--- config.mk ---
export PLATFORM = sky130hd
export DESIGN_NAME = sub_regbank
export DESIGN_NICKNAME = d
export VERILOG_FILES = /design/src/rtl/sub_regbank.sv
export SDC_FILE = /design/constraint.sdc
export NUM_CORES = 1
export LEC_CHECK = 0
export CELL_PAD_IN_SITES_DETAIL_PLACEMENT = 0
export CELL_PAD_IN_SITES_GLOBAL_PLACEMENT = 1
export CORE_ASPECT_RATIO = 0.7
export CORE_MARGIN = 2
export CORE_UTILIZATION = 35
export CTS_BUF_LIST = sky130_fd_sc_hd__clkbuf_4
export DETAILED_ROUTE_END_ITERATION = 10
export GPL_ROUTABILITY_DRIVEN = 0
export PLACE_DENSITY_LB_ADDON = 0.3
export SLEW_MARGIN = 10
export SYNTH_ARGS = -nofsm -noshare
export SYNTH_HDL_FRONTEND = slang
export SYNTH_SLANG_ARGS = --single-unit
--- constraint.sdc ---
create_clock -name i_clk -period 2.1 [get_ports i_clk]
set_input_delay 0.42 -clock i_clk [delete_from_list [all_inputs] [get_ports i_clk]]
set_output_delay 0.42 -clock i_clk [all_outputs]
set_load 0.01 [all_outputs]
--- src/rtl/sub_regbank.sv ---
// Register bank with shadowed B registers, registered reads and an LAT-deep side-band pipe.
// Reads take 1 cycle; the write port stalls (o_wr_rdy=0) for the single COPY cycle of a commit.
module sub_regbank #(
  parameter int DW  = 8,
  parameter int NA  = 5,
  parameter int NB  = 3,
  parameter int NCH = 3,
  parameter int AW  = 5,
  parameter int LAT = 1
) (
  input  logic                       i_clk,
  input  logic                       i_rst,
  input  logic                       i_wr_vld,
  output logic                       o_wr_rdy,
  input  logic [AW-1:0]              i_wr_addr,
  input  logic [DW-1:0]              i_wr_data,
  input  logic                       i_rd_vld,
  input  logic [AW-1:0]              i_rd_addr,
  output logic                       o_rd_vld,
  output logic [DW-1:0]              o_rd_data,
  input  logic                       i_commit,
  output logic [7:0]                 o_commit_cnt,
  input  logic                       i_err_clr,
  output logic                       o_err,
  output logic [DW-1:0]              o_reg_a [0:NA-1],
  output logic [0:NB-1][DW-1:0]      o_reg_b,
  input  logic                       i_sig_a,
  output logic                       o_sig_e,
  input  logic [1:0]                 i_sig_b,
  output logic [1:0]                 o_sig_f,
  input  logic [0:NCH-1][DW-1:0]     i_sig_c,
  output logic [0:NCH-1][DW-1:0]     o_sig_g,
  input  logic [DW-1:0]              i_sig_d [0:NCH-1],
  output logic [DW-1:0]              o_sig_h [0:NCH-1]
);

  typedef enum logic {
    ST_IDLE = 1'b0,
    ST_COPY = 1'b1
  } state_t;

  localparam logic [AW-1:0] ADDR_END = AW'(NA + NB);

  state_t          state_q, state_d;
  logic            copy_en;
  logic            wr_fire;
  logic            wr_oor;
  logic            rd_oor;
  logic            err_set;
  logic [DW-1:0]   rd_mux;
  logic [DW-1:0]   shadow_b [0:NB-1];

  logic                   sa_pipe [0:LAT-1];
  logic [1:0]             sb_pipe [0:LAT-1];
  logic [0:NCH-1][DW-1:0] sc_pipe [0:LAT-1];
  logic [DW-1:0]          sd_pipe [0:LAT-1][0:NCH-1];

  always_ff @(posedge i_clk) begin
    if (i_rst) state_q <= ST_IDLE;
    else       state_q <= state_d;
  end

  always_comb begin
    state_d  = state_q;
    o_wr_rdy = 1'b0;
    copy_en  = 1'b0;
    case (state_q)
      ST_IDLE: begin
        o_wr_rdy = 1'b1;
        if (i_commit) state_d = ST_COPY;
      end
      ST_COPY: begin
        copy_en = 1'b1;
        state_d = ST_IDLE;
      end
      default: state_d = ST_IDLE;
    endcase
  end

  assign wr_fire = i_wr_vld && o_wr_rdy;
  assign wr_oor  = (i_wr_addr >= ADDR_END);
  assign rd_oor  = (i_rd_addr >= ADDR_END);
  assign err_set = (wr_fire && wr_oor) || (i_rd_vld && rd_oor);

  always_ff @(posedge i_clk) begin
    if (i_rst) begin
      for (int n = 0; n < NA; n++) o_reg_a[n] <= '0;
      for (int n = 0; n < NB; n++) begin
        shadow_b[n] <= '0;
        o_reg_b[n]  <= '0;
      end
    end else begin
      for (int n = 0; n < NA; n++)
        if (wr_fire && (i_wr_addr == AW'(n))) o_reg_a[n] <= i_wr_data;
      for (int n = 0; n < NB; n++)
        if (wr_fire && (i_wr_addr == AW'(NA + n))) shadow_b[n] <= i_wr_data;
      // Writes are stalled during COPY, so the shadow is stable while it is copied.
      if (copy_en)
        for (int n = 0; n < NB; n++) o_reg_b[n] <= shadow_b[n];
    end
  end

  always_ff @(posedge i_clk) begin
    if (i_rst)        o_commit_cnt <= '0;
    else if (copy_en) o_commit_cnt <= o_commit_cnt + 8'd1;
  end

  always_ff @(posedge i_clk) begin
    if (i_rst)          o_err <= 1'b0;
    else if (err_set)   o_err <= 1'b1;
    else if (i_err_clr) o_err <= 1'b0;
  end

  // Out-of-range addresses fall through to zero.
  always_comb begin
    rd_mux = '0;
    for (int n = 0; n < NA; n++)
      if (i_rd_addr == AW'(n)) rd_mux = o_reg_a[n];
    for (int n = 0; n < NB; n++)
      if (i_rd_addr == AW'(NA + n)) rd_mux = shadow_b[n];
  end

  always_ff @(posedge i_clk) begin
    if (i_rst) begin
      o_rd_vld  <= 1'b0;
      o_rd_data <= '0;
    end else begin
      o_rd_vld <= i_rd_vld;
      if (i_rd_vld) o_rd_data <= rd_mux;
    end
  end

  always_ff @(posedge i_clk) begin
    if (i_rst) begin
      for (int s = 0; s < LAT; s++) begin
        sa_pipe[s] <= 1'b0;
        sb_pipe[s] <= '0;
        sc_pipe[s] <= '0;
        for (int k = 0; k < NCH; k++) sd_pipe[s][k] <= '0;
      end
    end else begin
      sa_pipe[0] <= i_sig_a;
      sb_pipe[0] <= i_sig_b;
      sc_pipe[0] <= i_sig_c;
      for (int k = 0; k < NCH; k++) sd_pipe[0][k] <= i_sig_d[k];
      for (int s = 1; s < LAT; s++) begin
        sa_pipe[s] <= sa_pipe[s-1];
        sb_pipe[s] <= sb_pipe[s-1];
        sc_pipe[s] <= sc_pipe[s-1];
        for (int k = 0; k < NCH; k++) sd_pipe[s][k] <= sd_pipe[s-1][k];
      end
    end
  end

  assign o_sig_e = sa_pipe[LAT-1];
  assign o_sig_f = sb_pipe[LAT-1];
  assign o_sig_g = sc_pipe[LAT-1];

  always_comb begin
    for (int k = 0; k < NCH; k++) o_sig_h[k] = sd_pipe[LAT-1][k];
  end

endmodule

* Yosys cells after proc, flatten, opt, wreduce, memory -nomap -nowiden
Memory sizes are Yosys's and may differ from the RTL's.
Index checks and enable logic that the tools add are counted.
** Word-level totals
- RAM bits :: 75
- Word-level logic and storage cells :: 101
- Register bits after elaboration :: 83
- Input port bits :: 75
- Output and inout bits :: 134
- Memories kept :: 5
** Memory list
- sc_pipe :: depth 1, width 24, rd ports 1, clocked after memory_dff 0, wr ports 1, line 55 : logic [0:NCH-1][DW-1:0] sc_pipe [0:LAT-1];
- sd_pipe :: depth 1, width 24, rd ports 1, clocked after memory_dff 0, wr ports 3, line 56 : logic [DW-1:0] sd_pipe [0:LAT-1][0:NCH-1];
- shadow_b :: depth 3, width 8, rd ports 3, clocked after memory_dff 0, wr ports 3, line 51 : logic [DW-1:0] shadow_b [0:NB-1];
- sb_pipe :: depth 1, width 2, rd ports 1, clocked after memory_dff 0, wr ports 1, line 54 : logic [1:0] sb_pipe [0:LAT-1];
- sa_pipe :: depth 1, width 1, rd ports 1, clocked after memory_dff 0, wr ports 1, line 53 : logic sa_pipe [0:LAT-1];
** Cells by class
- Add/sub/neg operators :: 1
- Eq/ne operators :: 14
- Bitwise gates (word level) :: 4
- Mux-type cells :: 41
- Magnitude comparators :: 2
- Reduce and logical (&&, ||, !) cells :: 21
** Operators by type and width (number)
- two-way mux 24 bit :: 4
- OR reduction 24 bit :: 4
- two-way mux 8 bit :: 11
- equality test 5 x 3 -> 1 bit, second input constant :: 8
- two-way mux 1 bit :: 21
- equality test 5 x 2 -> 1 bit, second input constant :: 4
- logical AND 1 bit :: 11
- equality test 5 x 1 -> 1 bit, second input constant :: 2
- >= comparator 5 x 4 -> 1 bit, second input constant :: 2
- logical NOT 5 bit :: 2
- adder 8 x 1 -> 8 bit, second input constant :: 1
- two-way mux 2 bit :: 4
- bitwise OR 1 bit :: 3
- case mux 1 bit (2 select lines) :: 1
- nonzero test 2 bit :: 1
- OR reduction 2 bit :: 1
- logical OR 1 bit :: 1
- inverter 1 bit :: 1
- OR reduction 1 bit :: 1

* Depth between registers and ports, before layout
Gate-level depths: netlist (run 1).
- Word-level depth :: 9
- Mapped depth :: 6
- Depth with buffers taken out :: 4

* Worst setup path after synthesis (run 1)
OpenSTA, ideal clock, no wires.
- Path kind :: flip-flop to flip-flop
- Start point :: register state_q
- End point :: register o_reg_a[32] (netlist bit)
- Required time :: 1972 ps
- Period minus slack after synthesis :: 1921 ps
- Path slack :: 179 ps
- Cell stages (with the launch flop) :: 7
- Library setup time :: 128 ps
- Path buffers :: 2
- Data arrival time :: 1793 ps
- Cells stage by stage :: dfxtp_1 -> buf_6 -> or4b_4 -> buf_6 -> nor4_4 -> mux2i_1 -> nor2_1
** On the way
- Cells in the longest elaborated chain, start to end :: 3
** Ends and longest elaborated chain
- start: declaration :: line 44 : state_t state_q, state_d;
- start signal: assignment :: line 60 : else state_q <= state_d;
- two-way mux 1 bit :: line 67 : case (state_q)
- logical AND 1 bit :: line 80 : assign wr_fire = i_wr_vld && o_wr_rdy;
- logical AND 1 bit :: line 94 : if (wr_fire && (i_wr_addr == AW'(n))) o_reg_a[n] <= i_wr_data;
- end signal: indexed assignment :: line 94
- end: declaration :: line 25 : output logic [DW-1:0] o_reg_a [0:NA-1],
No other way between the ends.
A chain may end at the register's enable or synchronous reset.

* Worst setup path in the final report (run 1)
- Start point :: register o_rd_data[3]
- End point :: output port o_rd_data[3]
** RTL lines
- start: declaration :: line 20 : output logic [DW-1:0] o_rd_data,
- start signal: assignment :: line 129 : if (i_rd_vld) o_rd_data <= rd_mux;
No word-level cell between the ends.

==> results of run 1 <==
==> layout by cell type (no fill, tap or decap), types with 3 or more instances in the layout <==
master / count
o211ai_1: 7
nand2b_1: 5
clkinv_1: 4
o32ai_1: 8
mux2_2: 6
a31oi_1: 7
nand2_1: 5
mux2i_1: 68
and2_1: 8
o21bai_1: 9
clkinvlp_4: 4
o21ai_0: 4
clkdlybuf4s50_1: 207
dfxtp_1: 133
a22oi_1: 6
nor3b_1: 3
nor2_1: 87
nor2b_1: 57
a221o_1: 12
inv_1: 9
xor2_1: 4
edfxtp_1: 24
nor3_4: 3
a21oi_1: 9
clkbuf_4: 20
buf_12: 4
nand4_1: 3
buf_4: 33
==> through the flow <==
| stage | hold slack, ps | power, mW | area, um2 | util [%] |
|---|---|---|---|---|
| 6_report | 307.8 | 5.570 | 8701 | 53.07 |
| 3_5_place_dp | 479.2 | 3.977 | 8454 | 51.56 |
| 2_1_floorplan | 477.5 | 3.550 | 5902 | - |
| 5_1_grt | 258.3 | 5.833 | 8701 | 53.07 |
| 3_3_place_gp | 469.0 | 3.963 | 8454 | 51.56 |
| 4_1_cts | 251.7 | 5.637 | 8701 | 53.07 |
==> cell families (layout without fill, tap and decap cells) <==
kind of cell	count (synthesis)	in the layout	share of synthesized area, %
buffers and inverters	40	286	2.841
AO/OA/AOI/OAI	66	66	8.459
adder cells (fa/ha/maj)	1	1	0.2120
flip-flops	158	158	57.66
multiplexers	75	75	13.06
AND/OR/NAND/NOR	186	186	17.02
XOR/XNOR	5	5	0.7420
==> how the worst min path moves through the flow <==
stage / start / to / slack, ps
final: i_rst / o_reg_b[22]$_SDFFE_PP0P_ / 310
after global routing: i_rst / o_reg_a[4]$_SDFFE_PP0P_ / 260
after CTS: i_rst / o_reg_a[4]$_SDFFE_PP0P_ / 250
after detailed placement: o_commit_cnt[7]$_SDFFE_PP0P_ / o_commit_cnt[7]$_SDFFE_PP0P_ / 480
after global placement: o_commit_cnt[7]$_SDFFE_PP0P_ / o_commit_cnt[7]$_SDFFE_PP0P_ / 470
after floorplan: shadow_b[0][1]$_DFFE_PP_ / o_reg_b[17]$_SDFFE_PP0P_ / 480
==> state kept, by name, summed over array words and instances, names as in the netlist <==
signal        count
o_reg_a          40
o_reg_b          24
sc_pipe          24
sd_pipe          24
shadow_b         24
o_commit_cnt      8
o_rd_data         8
sb_pipe           2
o_err             1
o_rd_vld          1
sa_pipe           1
state_q           1
==> cell type report <==
cell class	count	area [um2]	area share, %
tap	225	281.5	3.236
timing repair buffer	244	2400	27.58
clock buffer	20	150.1	1.726
multi-input combinational	333	2331	26.79
sequential	158	3405	39.13
clock inverter	12	96.34	1.107
inverter	10	37.54	0.4314
==> power groups by stage <==
| stage | Sequential [mW] | Combinational [mW] | Clock [mW] |
|---|---|---|---|
| floorplan | 3.32 | 0.227 | 0 |
| global placement | 3.30 | 0.667 | 0 |
| detailed placement | 3.30 | 0.678 | 0 |
| CTS | 3.23 | 0.682 | 1.72 |
| global route | 3.24 | 0.726 | 1.86 |
| finish | 3.23 | 0.675 | 1.66 |
==> per-layer routing <==
metal | track usage (%) | routed length, um | share of wire [%] | vias to the layer above
li1 | - | - | - | 2326
met1 | 25.41 | 8063 | 47 | 2300
met2 | 30.29 | 7659 | 45 | 176
met3 | 5.580 | 1032 | 6.1 | 18
met4 | 6.121 | 234 | 1.4 | 0
met5 | 0 | 0 | 0 | -
==> impl_metrics.toml, run 1 <==
[run_status]
status = "finished clean"

[run]
cap_viol_max_count = 0

[global_routing]
grt_max_degree = 70
antenna_found_initial = 0
grt_pass1_wl_mm = 26.68
grt_usage_pct = 19.15
grt_pass1_vias = 4898
grt_overflow_total = 0

[routing]
viasPerCell = 4.810
drt_pass1_iterations = 5
via_count = 4820
ant_nets = 0
wl_per_cell_um = 16.96
first_iter_violations = 352
drc_errors = 0
drt-total-wl_mm = 16.99

[pwr]
p_sw_mw = 1.395
switching_share_pct = 25.05
p_leak_nw = 3.211
power_frac_seq_pct = 58.0
power_density_nw_per_um2 = 640.1
ir_drop_mv = 0.2913
p_int_mw = 4.174
power_frac_clock_pct = 29.9
comb_power_share_pct = 12.1

[timing]
fmax_ghz = 0.5086
period_minus_slack_ps = 1966
slew_headroom_pct = 35.73
setup_tns_ps = 0
hold_violations = 0
setup_ws_ps = 134.0
worst_pin_slew_ps = 956.6
setup_violations = 0
fin_worst_skew_ps = 19.47
fin_crit_sh_pct = 93.62
slew_viol_final = 0
rsz0062_at_grt = "false"

[yosys]
synth_edf_count = 24
syn_avg_cell_area_um2 = 11.11
synth_area_leaders = "dfxtp_1 (45%), edfxtp_1 (12%), mux2i_1 (12%)"
synth_warnings = 0
yosysMostFrequentCell = "dfxtp_1"
ys.flop_type = "dfxtp_1"
async_flop_share_pct = 0
syn_inst = 531
yosysSeqAreaShare_pct = 57.66
yosys.area.top_type = "dfxtp_1"
syn_area_um2 = 5902
yosys.area.top_type_share_pct = 45.45
ys_ff_latch = 158
ys_top_cells_by_count = "dfxtp_1 (134), nor2_1 (87), mux2i_1 (68)"
synth.distinct_cells = 45
syn_nets = 607

[cts]
cts_setup_buffers = 0
cts_root_buf = "clkbuf_4"
path_clk_slew_ps = 130
post_cts_resized = 0
clk-insertion-delay-late_ps = 520
clk_path_buf_depth = 2
clkSinkCount = 158
cts_hold_buf = 0
cts_buffers = 17
tritoncts = "done"
htree_num_levels = 4

[floorplanning]
start_util_pct = 36.00
pin_count = 209
die_area_um2 = 17930
core_area_um2 = 16400
die_x_um = 159.2
num_rows = 39
dieHeight_um = 112.6

[critical_path]
cp-start-kind = "flop"
slowest_delay_ps = 580
rr_startpoint = "state_q$_SDFF_PP0_"
crit_family = "buffers and inverters"
critPathLaunch = "o_rd_data[3]$_SDFFE_PP0P_"
criticalPathCategory = "reg -> out"
crit_buf_inv = 1
crit_end = "o_rd_data[3]"
end_kind = "primary output"
cp.arrival_ps = 1550
reg2reg_depth = 5
r2r_slack_ps = 250
path_depth = 1
crit-reg2reg-capture = "o_reg_a[24]$_SDFFE_PP0P_"
critPathMaxFanout = 3
cp_cell_sequence = "clkdlybuf4s50_1"
cp_slowest_cell = "clkdlybuf4s50_1"
cp.required_ps = 1680

[hold_path]
whs_path_depth = 2
hp-class = "in -> reg"

[finish]
fin_nets = 840
area_growth_pct = 47.42
final_cells = 1002
layout-drive-gt1-share_pct = 10.30
final.fill_count = 1481
diodes = 0

[placement]
dpl.hpwl_mm = 12.86
portBuffers = 208
dp_slack_ps = -262.3
dpl.cell_count = 970
Power figures use the tool's default switching activity.
==> run 2, diff against run 1 <==
CORE_MARGIN = 3   (was 2)
==> run 2 against run 1 <==
  * Worst hold slack worse by 1.9 ps
  * Total power is 2.7% lower
  * Final cell count hardly changed
  * Final area is 0.14% lower
  * First-iteration DRC count is 4.3% higher
  * Sequential power hardly changed
  * Clock skew is 4.1 ps lower
  * Die area is 3.1% higher
  * Combinational power is 0.7% higher
  * Register-to-register slack better by 30 ps
  * Clock-buffer cell count is 2 higher
  * Largest cell class unchanged
  * Largest power group unchanged
==> impl_metrics.toml, run 2 (synthesis gave the netlist of run 1 again) <==
[run_status]
status = "finished clean"

[critical_path]
end_kind = "primary output"
cp.arrival_ps = 1560
r2r_slack_ps = 280
slowest_delay_ps = 630
cp_cell_sequence = "clkdlybuf4s50_1"
cp.required_ps = 1680
criticalPathCategory = "reg -> out"
cp-start-kind = "flop"
crit_family = "buffers and inverters"
cp_slowest_cell = "clkdlybuf4s50_1"
crit_buf_inv = 1
critPathMaxFanout = 3

[routing]
via_count = 4806
wl_per_cell_um = 17.24
drt_pass1_iterations = 5
drc_errors = 0
viasPerCell = 4.792
drt-total-wl_mm = 17.29
ant_nets = 0
first_iter_violations = 367

[cts]
post_cts_resized = 0
path_clk_slew_ps = 130
cts_setup_buffers = 0
cts_root_buf = "clkbuf_4"
cts_buffers = 17
clkSinkCount = 158
tritoncts = "done"
cts_hold_buf = 0
clk_path_buf_depth = 2
htree_num_levels = 4
clk-insertion-delay-late_ps = 530

[run]
cap_viol_max_count = 0

[finish]
largest_reg_flops = 40
layout-drive-gt1-share_pct = 10.55
area_growth_pct = 47.21
final_common_cell = "clkdlybuf4s50_1"
final_cell_mix = "clkdlybuf4s50_1 (207), dfxtp_1 (133), nor2_1 (87)"
fin_nets = 841
regMostFlops = "o_reg_a"
utilization_pct = 52.99

[floorplanning]
die_area_um2 = 18480
num_rows = 39
start_util_pct = 36.00
die_x_um = 161.2
pin_count = 209
dieHeight_um = 114.6
core_area_um2 = 16400

[global_routing]
grt_pass1_vias = 4716
grt_overflow_total = 0
grt_pass1_wl_mm = 26.33
grt_usage_pct = 18.42
grt_max_degree = 40
antenna_found_initial = 1

[pwr]
comb_power_share_pct = 12.5
p_total_mw = 5.420
ir_drop_mv = 0.3890
p_sw_mw = 1.343
switching_share_pct = 24.77
power_frac_seq_pct = 59.6
power_density_nw_per_um2 = 623.8
power_frac_clock_pct = 27.9
p_leak_nw = 3.229
p_int_mw = 4.077

[timing]
slew_headroom_pct = 44.31
fin_crit_sh_pct = 94.22
timing.hold.ws_ps = 305.9
period_minus_slack_ps = 1979
rsz0062_at_grt = "false"
setup_violations = 0
fin_worst_skew_ps = 15.37
hold_violations = 0
worst_pin_slew_ps = 833.6
fmax_ghz = 0.5054
slew_viol_final = 0

[hold_path]
hp-class = "in -> reg"

[placement]
portBuffers = 208
dpl.hpwl_mm = 13.17
==> run 2: cell count changes in the layout (fill, tap and decap cells not counted) <==
cell,previous run,this run
inv_4,1,2
clkinv_4,1,0
clkbuf_4,20,22
diode_2,0,1
clkinvlp_4,4,0
buf_12,4,5
clkinv_2,2,6
bufinv_16,1,0
clkinv_1,4,2
==> run 2: layout make-up <==
| class | instances | area [um2] |
|---|---|---|
| Tap cell | 225 | 281.5 |
| Clock inverter | 9 | 46.29 |
| Timing Repair Buffer | 245 | 2420 |
| Clock buffer | 22 | 165.2 |
| Sequential cell | 158 | 3405 |
| Antenna cell | 1 | 2.502 |
| Fill cell | 1459 | 7707 |
| Inverter | 10 | 37.54 |
| Multi-Input combinational cell | 333 | 2331 |
==> run 2: per-stage QoR <==
| step | TNS, ps | instances | instance area [um2] | setup slack [ps] |
|---|---|---|---|---|
| finish | 0 | 1003 | 8688 | 121.4 |
| global route | 0 | 1003 | 8688 | 21.96 |
| detailed placement | -12280 | 971 | 8474 | -202.5 |
| floorplan | 0 | 531 | 5902 | 179.4 |
| CTS | 0 | 1002 | 8686 | 65.57 |
| global placement | -10100 | 971 | 8474 | -159.9 |
==> run 2: power by group through the flow <==
stage / clock network [mW] / logic [mW] / registers, mW
final: 1.51 / 0.680 / 3.23
after floorplan: 0 / 0.227 / 3.32
after detailed placement: 0 / 0.682 / 3.30
after global routing: 1.70 / 0.725 / 3.24
after CTS: 1.58 / 0.685 / 3.23
after global placement: 0 / 0.669 / 3.30
==> run 2: worst paths after layout <==
check	cells past startpoint	start	to
setup / recovery	1	o_rd_data[7]$_SDFFE_PP0P_	o_rd_data[7]
hold / removal	2	i_rst	o_reg_a[14]$_SDFFE_PP0P_
setup reg to reg	5	state_q$_SDFF_PP0_	o_reg_a[15]$_SDFFE_PP0P_
hold reg to reg	2	o_err$_SDFFE_PP0P_	o_err$_SDFFE_PP0P_
==> run 2: per-layer routing <==
layer  vias up  global-route usage [%]  part of all wire (%)
met5         -                       0                     0
li1       2324                       -                     -
met2       180                   27.98                    45
met4         0                   5.559                   1.5
met3        18                   5.531                   6.7
met1      2284                   25.41                    47
==> run 3, diff against run 2 <==
ABC_AREA = 1   (was default)
CORE_UTILIZATION = 33   (was 35)
==> run 3 against run 2 <==
  * Combinational power up 4.3%
  * Area after synthesis down 3.0%
  * Fmax shrank 1.2%
==> impl_metrics.toml, run 3 <==
[run_status]
status = "finished clean"

[timing]
hold_violations = 0
worst_pin_slew_ps = 671.8
fmax_ghz = 0.4993
setup_ws_ps = 97.13
setup_violations = 0
period_minus_slack_ps = 2003
slew_viol_final = 0
fin_crit_sh_pct = 95.37
fin_worst_skew_ps = 17.77
slew_headroom_pct = 55.21
rsz0062_at_grt = "false"

[finish]
final_cell_mix = "clkdlybuf4s50_1 (206), dfxtp_1 (134), nor2_1 (125)"
final_common_cell = "clkdlybuf4s50_1"
regMostFlops = "o_reg_a"
final_cells = 1124
design_area_um2 = 8414
layout-drive-gt1-share_pct = 8.565
largest_reg_flops = 40
diodes = 0
fin_nets = 962
final.fill_count = 1557
area_growth_pct = 46.99

[critical_path]
critPathMaxFanout = 3
end_kind = "primary output"
crit_family = "buffers and inverters"
cp.required_ps = 1680
cp_slowest_cell = "clkdlybuf4s50_1"
cp-start-kind = "flop"
cp_cell_sequence = "clkdlybuf4s50_1"
cp.arrival_ps = 1580
slowest_delay_ps = 580
crit_buf_inv = 1
criticalPathCategory = "reg -> out"

[run]
cap_viol_max_count = 0

[yosys]
async_flop_share_pct = 0
syn_inst = 668
synth_warnings = 0
synth_edf_count = 24
yosys.area.top_type = "dfxtp_1"
syn_nets = 744
ys_top_cells_by_count = "dfxtp_1 (134), nor2_1 (125), inv_1 (90)"
syn_area_um2 = 5724
yosys.area.top_type_share_pct = 46.86
ys.flop_type = "dfxtp_1"
synth.distinct_cells = 26
yosysSeqAreaShare_pct = 59.45
syn_avg_cell_area_um2 = 8.569
synth_area_leaders = "dfxtp_1 (47%), edfxtp_1 (13%), nor2_1 (8.2%)"
yosysMostFrequentCell = "dfxtp_1"
ys_ff_latch = 158

[floorplanning]
die_area_um2 = 18990
start_util_pct = 34.40
num_rows = 39
dieHeight_um = 116.2
pin_count = 209
core_area_um2 = 16640
die_x_um = 163.4

[cts]
clk_path_buf_depth = 2
clk-insertion-delay-late_ps = 550
clkSinkCount = 158
cts_hold_buf = 0
tritoncts = "done"
path_clk_slew_ps = 130
htree_num_levels = 4
cts_buffers = 17
cts_root_buf = "clkbuf_4"

[routing]
ant_nets = 0
drt_pass1_iterations = 5
first_iter_violations = 543
drt-total-wl_mm = 18.85
via_count = 5377
drc_errors = 0
viasPerCell = 4.784
wl_per_cell_um = 16.77

[placement]
dp_slack_ps = -49.68
dpl.cell_count = 1092
portBuffers = 208
placed_cell_area_um2 = 8154
dpl.hpwl_mm = 14.46

[global_routing]
grt_max_degree = 63
grt_overflow_total = 0
antenna_found_initial = 0
grt_pass1_vias = 5037
grt_usage_pct = 19.51
grt_pass1_wl_mm = 28.01

[hold_path]
hp-class = "in -> reg"

[pwr]
power_density_nw_per_um2 = 672.7
ir_drop_mv = 0.3254
p_leak_nw = 3.461
p_total_mw = 5.661
## run 3: tightest hold or removal path, stage by stage
cell             delay (ps)
clkdlybuf4s50_1         400
inv_1                    50
nor2_1                   30
## run 3: logic make-up (layout without fill, tap and decap cells)
family / after synthesis / count (layout) / synth area share [%]
compound gates: 151 / 151 / 13.75
fa+ha+maj: 1 / 1 / 0.2185
buf+inv: 128 / 359 / 8.656
flops: 158 / 158 / 59.45
simple gates: 230 / 230 / 17.92
## run 3: report_power, final
part	switching [mW]	internal, mW
clock	1.06	0.650
sequential	0.0601	3.19
combinational	0.339	0.371
total	1.45	4.21
## run 3: layer usage
metal	vias up	routed length, um	global-route usage, %
li1	2610	-	-
met1	2479	8447	27.54
met2	262	7997	27.96
met3	26	2135	7.267
met4	0	270	5.690
met5	-	0	0
## run 3: final timing paths
| check | start | cells past startpoint | slack, ps | to |
|---|---|---|---|---|
| setup / recovery | o_reg_a[27]$_SDFFE_PP0P_ | 1 | 100 | o_reg_a[27] |
| hold / removal | i_sig_c[23] | 3 | 370 | sc_pipe[0][23]$_SDFF_PP0_ |
| setup reg to reg | state_q$_SDFF_PP0_ | 9 | 450 | o_commit_cnt[7]$_SDFFE_PP0P_ |
| hold reg to reg | o_commit_cnt[7]$_SDFFE_PP0P_ | 1 | 470 | o_commit_cnt[7]$_SDFFE_PP0P_ |
## run 3: timing repair
action / in CTS / in global routing
resized for setup: 1 / 1
pin swaps: 0 / 0
endpoints found under the hold margin: 0 / 0
endpoints found under the setup margin: 1 / 1
setup buffers: 0 / 0
## run 3: layout make-up
cell class	count	area [um2]	share of cell area [%]
Clock inverter	10	90.09	1.071
Tap cell	225	281.5	3.346
Timing Repair Buffer	230	2282	27.12
Clock buffer	22	165.2	1.963
Inverter	97	366.6	4.357
Sequential cell	158	3403	40.45
Multi-Input combinational cell	382	1826	21.70
## run 3: through the flow
stage	hold WS (ps)	setup TNS [ps]	util, %
6_report	371.4	0	50.57
2_1_floorplan	472.5	0	-
3_5_place_dp	449.5	-171.0	49.00
5_1_grt	302.6	0	50.57
4_1_cts	315.6	0	50.55
3_3_place_gp	441.7	0	49.00
